File: config.mk
export PLATFORM = sky130hd
export DESIGN_NAME = carry_chain_sequencer
export DESIGN_NICKNAME = d
export VERILOG_FILES = /design/src/rtl/carry_chain_sequencer.sv
export SDC_FILE = /design/constraint.sdc
export NUM_CORES = 1
export LEC_CHECK = 0
export ABC_AREA = 1
export BUFFER_PORTS_ARGS = -buffer_cell sky130_fd_sc_hd__buf_4
export CORE_MARGIN = 1.5
export CORE_UTILIZATION = 40
export DETAILED_ROUTE_END_ITERATION = 10
export HOLD_SLACK_MARGIN = 0.06
export MAX_ROUTING_LAYER = met4
export PLACE_DENSITY_LB_ADDON = 0.05
export SYNTH_ARGS = -nofsm -noshare
export SYNTH_HDL_FRONTEND = slang
export SYNTH_SLANG_ARGS = --single-unit
File: constraint.sdc
create_clock -name clk -period 1.5 [get_ports clk]
set_input_delay 0.375 -clock clk [delete_from_list [all_inputs] [get_ports clk]]
set_output_delay 0.375 -clock clk [all_outputs]
set_load 0.005 [all_outputs]
File: src/rtl/carry_chain_sequencer.sv
// Multi-limb add/subtract sequencer around an external combinational full_adder.
// Limbs are consumed LS first; carry_out is registered between limbs.
module carry_chain_sequencer #(
  parameter  int width     = 16,
  parameter  int MAX_LIMBS = 8,
  localparam int LCW       = $clog2(MAX_LIMBS + 1)
) (
  input  logic             clk,
  input  logic             rst_n,
  input  logic             on_off,
  input  logic             start_valid,
  output logic             start_ready,
  input  logic             start_sub,
  input  logic [LCW-1:0]   start_limbs,
  input  logic             in_valid,
  output logic             in_ready,
  input  logic [width-1:0] in_a,
  input  logic [width-1:0] in_b,
  output logic             out_valid,
  input  logic             out_ready,
  output logic [width-1:0] out_c,
  output logic             out_last,
  output logic             out_carry,
  output logic [width-1:0] adder_a,
  output logic [width-1:0] adder_b,
  output logic             adder_carry_in,
  output logic             adder_carry_listen,
  output logic             adder_on_off,
  input  logic [width-1:0] adder_c,
  input  logic             adder_carry_out
);

  typedef enum logic [1:0] {IDLE, RUN, FLUSH} state_t;

  typedef struct packed {
    logic [width-1:0] c;
    logic             last;
    logic             carry;
  } res_t;

  state_t         state, state_nxt;
  res_t           res_q;
  logic           out_valid_q;
  logic           sub_q, carry_q, first_q;
  logic [LCW-1:0] remaining, start_cnt;
  logic           start_fire, in_fire, out_fire, last_limb;

  assign start_fire = start_valid && start_ready;
  assign in_fire    = in_valid && in_ready;
  assign out_fire   = out_valid_q && out_ready;
  assign last_limb  = (remaining == LCW'(1));

  // A zero count still runs one limb; oversize counts clamp to the datapath depth.
  always_comb begin
    start_cnt = start_limbs;
    if (start_limbs == '0)                     start_cnt = LCW'(1);
    else if (start_limbs > LCW'(MAX_LIMBS))    start_cnt = LCW'(MAX_LIMBS);
  end

  always_ff @(posedge clk or negedge rst_n) begin
    if (!rst_n) state <= IDLE;
    else        state <= state_nxt;
  end

  // FLUSH exits on the drain even with on_off low, otherwise a drained block would stall.
  always_comb begin
    state_nxt = state;
    case (state)
      IDLE:    if (start_fire)             state_nxt = RUN;
      RUN:     if (in_fire && last_limb)   state_nxt = FLUSH;
      FLUSH:   if (out_fire)               state_nxt = IDLE;
      default:                             state_nxt = IDLE;
    endcase
  end

  always_comb begin
    start_ready        = (state == IDLE) && on_off;
    in_ready           = (state == RUN) && on_off && (!out_valid_q || out_ready);
    adder_carry_listen = (state == RUN) && (sub_q || !first_q);
    adder_on_off       = on_off && (state == RUN);
  end

  assign adder_a        = in_a;
  assign adder_b        = sub_q ? ~in_b : in_b;
  assign adder_carry_in = carry_q;

  always_ff @(posedge clk or negedge rst_n) begin
    if (!rst_n) begin
      res_q       <= '0;
      out_valid_q <= 1'b0;
      sub_q       <= 1'b0;
      carry_q     <= 1'b0;
      first_q     <= 1'b0;
      remaining   <= '0;
    end else begin
      if (start_fire) begin
        sub_q     <= start_sub;
        carry_q   <= start_sub;
        first_q   <= 1'b1;
        remaining <= start_cnt;
      end
      // Subtract runs as A + ~B + 1, so the borrow is the inverted carry.
      if (in_fire) begin
        carry_q     <= adder_carry_out;
        first_q     <= 1'b0;
        remaining   <= remaining - LCW'(1);
        res_q.c     <= adder_c;
        res_q.last  <= last_limb;
        res_q.carry <= last_limb && (sub_q ^ adder_carry_out);
        out_valid_q <= 1'b1;
      end else if (out_fire) begin
        out_valid_q <= 1'b0;
      end
    end
  end

  assign out_valid = out_valid_q;
  assign out_c     = res_q.c;
  assign out_last  = res_q.last;
  assign out_carry = res_q.carry;

endmodule

==> metrics.md <==
| Metric | Value |
|---|---|
| Setup Skew | roughly 6.3 ps |
| Fin. Hold Viols | 0 |
| Post-layout minimum cycle time | 1548 ps |
| Row cnt | 22 |
| Cell area power density | roughly 1700 nW/um2 |
| Final setup viols | 17 |
| Vias per cell | between 4 and 5 |
| Fraction of layout instances using a drive strength above 1 | just under 40% |
| Leakage | around 0.0013 uW |
| Crit Path Category | reg2out |
| Worst Path Max Fanout | 18 |
| Req. time, crit path | about 1100 ps |
| P&R area growth vs syn | 42.52% |
| Yosys reg bits | 28 |
| Core box area | around 3700 um2 |
| Worst-skew pair later-pin latency | between 200 and 300 ps |
| DRT iter0 DRCs | 45 |
| Nets | between 300 and 400 |
| Synthesized instance count | 193 |
| Max Transition Viols Final | 0 |
| Fin crit share | 103.2% |
| Commonest non-fill, non-tap cell in the layout | buf_4 |
| Sinks on Clock Net | 28 |
| Die Ht | between 60 and 70 um |
| Seq/Total Area, Yosys | ~44% |
| Mapped Nets | 255 |
| Yosys warnings | 0 |
| Least-Margin Pin Slew | roughly 360 ps |
| Detail Placement HPWL | roughly 2.7 mm |
| Grt peak-use layer | met2 |
| Drt pass-1 iters | 4 |
| Total grt overflow | 0 |
| FMAX | between 0.6 and 0.7 GHz |
| Slowest library cell on the worst path | dfrtp_1 |
| DIE AREA | approximately 4300 um2 |
| H-tree lvl count | 1 |
| Unrepaired setup endpoints after global routing | true |
| Syn avg cell area | between 8 and 9 um2 |
| Grt met2 use | about 28% |
| PortBufs | 83 |
| Worst setup SP type | flop |
| Distinct cells, synth | 20 |
| PnR worst setup slack | -47.71 ps |
| Buf/Inv on CP | 2 |
| CTS buffer count | 3 |
| Worst EP arrival | between 1000 and 1500 ps |
| CP top delay family | flip-flops |
| VDD IR-drop max | between 0.8 and 0.9 mV |
| # DRC | 0 |
| Area leader, netlist | dfrtp_1 |
| Max-Cap Viols | 0 |
| Worst-path clk slew | about 90 ps |
| CTS tree | yes |
| CP peak stage delay | 410 ps |
| Largest net degree at the start of global routing | 29 |
| Initial antenna violation count | 0 |
| First-pass GRT wire length | 5.678 mm |
| Antenna Cells | 0 |
| GR Util All Layers | 17.37% |
| Hold_ws | between 200 and 300 ps |
| Worst path cell trace | buf_12, o21a_1, buf_4 |
| DR WL/cell | between 10 and 15 um |
| Post-Route WL | 3.613 mm |
| DR vias | 1,454 |
| Post-DRT Antenna Nets | 0 |
| Number of global-route vias before repair | roughly 1,300 |
| Hold Crit Class | in2reg |
| Relative slew slack | 76.26% |
| Failing checks | setup timing |
| Pwr Total | roughly 3900 uW |
| Syn Std Cell Area | ~1600 um2 |
| Top cell type's share of synthesized area | 44.34% |
| Most frequent cells in the layout | buf_4, nand2_1, dfrtp_1 |
| Gpl congestion | ~0.79 |
| Initial Util | 42.53% |
| IO Pins | 116 |
| Outcome | finished with violations |
| Largest cells by area after synthesis | dfrtp_1, nand2_1, xor2_1 |
| Crit end category | primary output |
| Root buffer selected by CTS | clkbuf_8 |
| Die width | about 66 um |
| GRT met1 Usage | between 20% and 30% |
| Clock Tree Buf Depth | 2 |
| Routing usage on met3 | 5.622% |
[path summary, 6_finish.rpt]
check	slack (ps)	endpoint	start	cells past startpoint
setup / recovery	-50	adder_carry_listen	sub_q$_DFFE_PN0P_	3
hold / removal	290	out_c[6]$_DFFE_PN0P_	adder_c[6]	3
setup reg to reg	90	remaining[2]$_DFFE_PN0P_	state[1]$_DFFE_PN0P_	9
hold reg to reg	490	out_c[13]$_DFFE_PN0P_	out_c[13]$_DFFE_PN0P_	2
max in group asynchronous	690	out_c[13]$_DFFE_PN0P_	rst_n	2
min in group asynchronous	550	out_c[2]$_DFFE_PN0P_	rst_n	2
[what timing repair did]
action | CTS | global route
endpoints found under the hold margin | 28 | 0
setup endpoints to repair | 18 | 18
setup buffers | 2 | 3
pin swaps | 1 | 3
hold buffers | 1 | 0
gates resized for setup | 3 | 4
[flip-flops by register name, indices dropped and copies added, names as in the netlist]
name and flops:
first_q 1, adder_carry_in 1, remaining 4, out_carry 1, out_last 1, out_c 16, out_valid 1, sub_q 1
state 2
[Yosys cell counts (all sizes together)]
master	count
o21a	1
nand3	8
o21ai	7
xor2	18
nand4	3
nor3b	1
nor2	8
buf	22
clkinv	1
nand2	77
ha	2
inv	16
o21bai	1
dfrtp	28
[area by class of cell]
class / instances / area [um2]
fillers: 385 / 1464
repair buffers: 94 / 720.7
flip-flops and latches: 28 / 700.7
multi-input cells: 126 / 650.6
inverters: 17 / 65.06
well taps: 48 / 60.06
clock buffers: 4 / 55.05
[routing by layer]
layer | vias up | routed length (um) | share of wire [%]
met5 | - | 0 | 0
met4 | 0 | 53 | 1.5
met3 | 7 | 402 | 11
met2 | 79 | 1664 | 46
met1 | 647 | 1493 | 41
li1 | 721 | - | -
[per-stage QoR]
step	util, %	setup TNS (ps)	setup WS [ps]	instance area (um2)	instances
3_5_place_dp	57.24	0	138.2	2127	307
4_1_cts	59.70	-607.2	-56.25	2218	314
6_report	60.61	-423.2	-47.71	2252	317
5_1_grt	60.61	-1534	-100.0	2252	317
2_1_floorplan	-	0	241.4	1580	193
3_3_place_gp	57.24	0	154.2	2127	307
[logic make-up after synthesis]
family	after synthesis	synth area share [%]
AOI/OAI and AO/OA	9	3.167
adders and majority gates	2	1.583
DFF	28	44.34
buffers and inverters	39	15.12
xor gates and xnor gates	18	9.976
and+or+nand+nor	97	25.81
[power breakdown]
group	internal [uW]	leakage (uW)	total (uW)	switching, uW
clock network	235	0.0000288	466	231
logic	1170	0.000952	2060	883
registers	1110	0.000348	1340	228
[tightest hold or removal path: stages]
cell and delay, ps:
buf_4 80, nand2_1 40, nand2_1 40
Power figures use the tool's default switching activity.
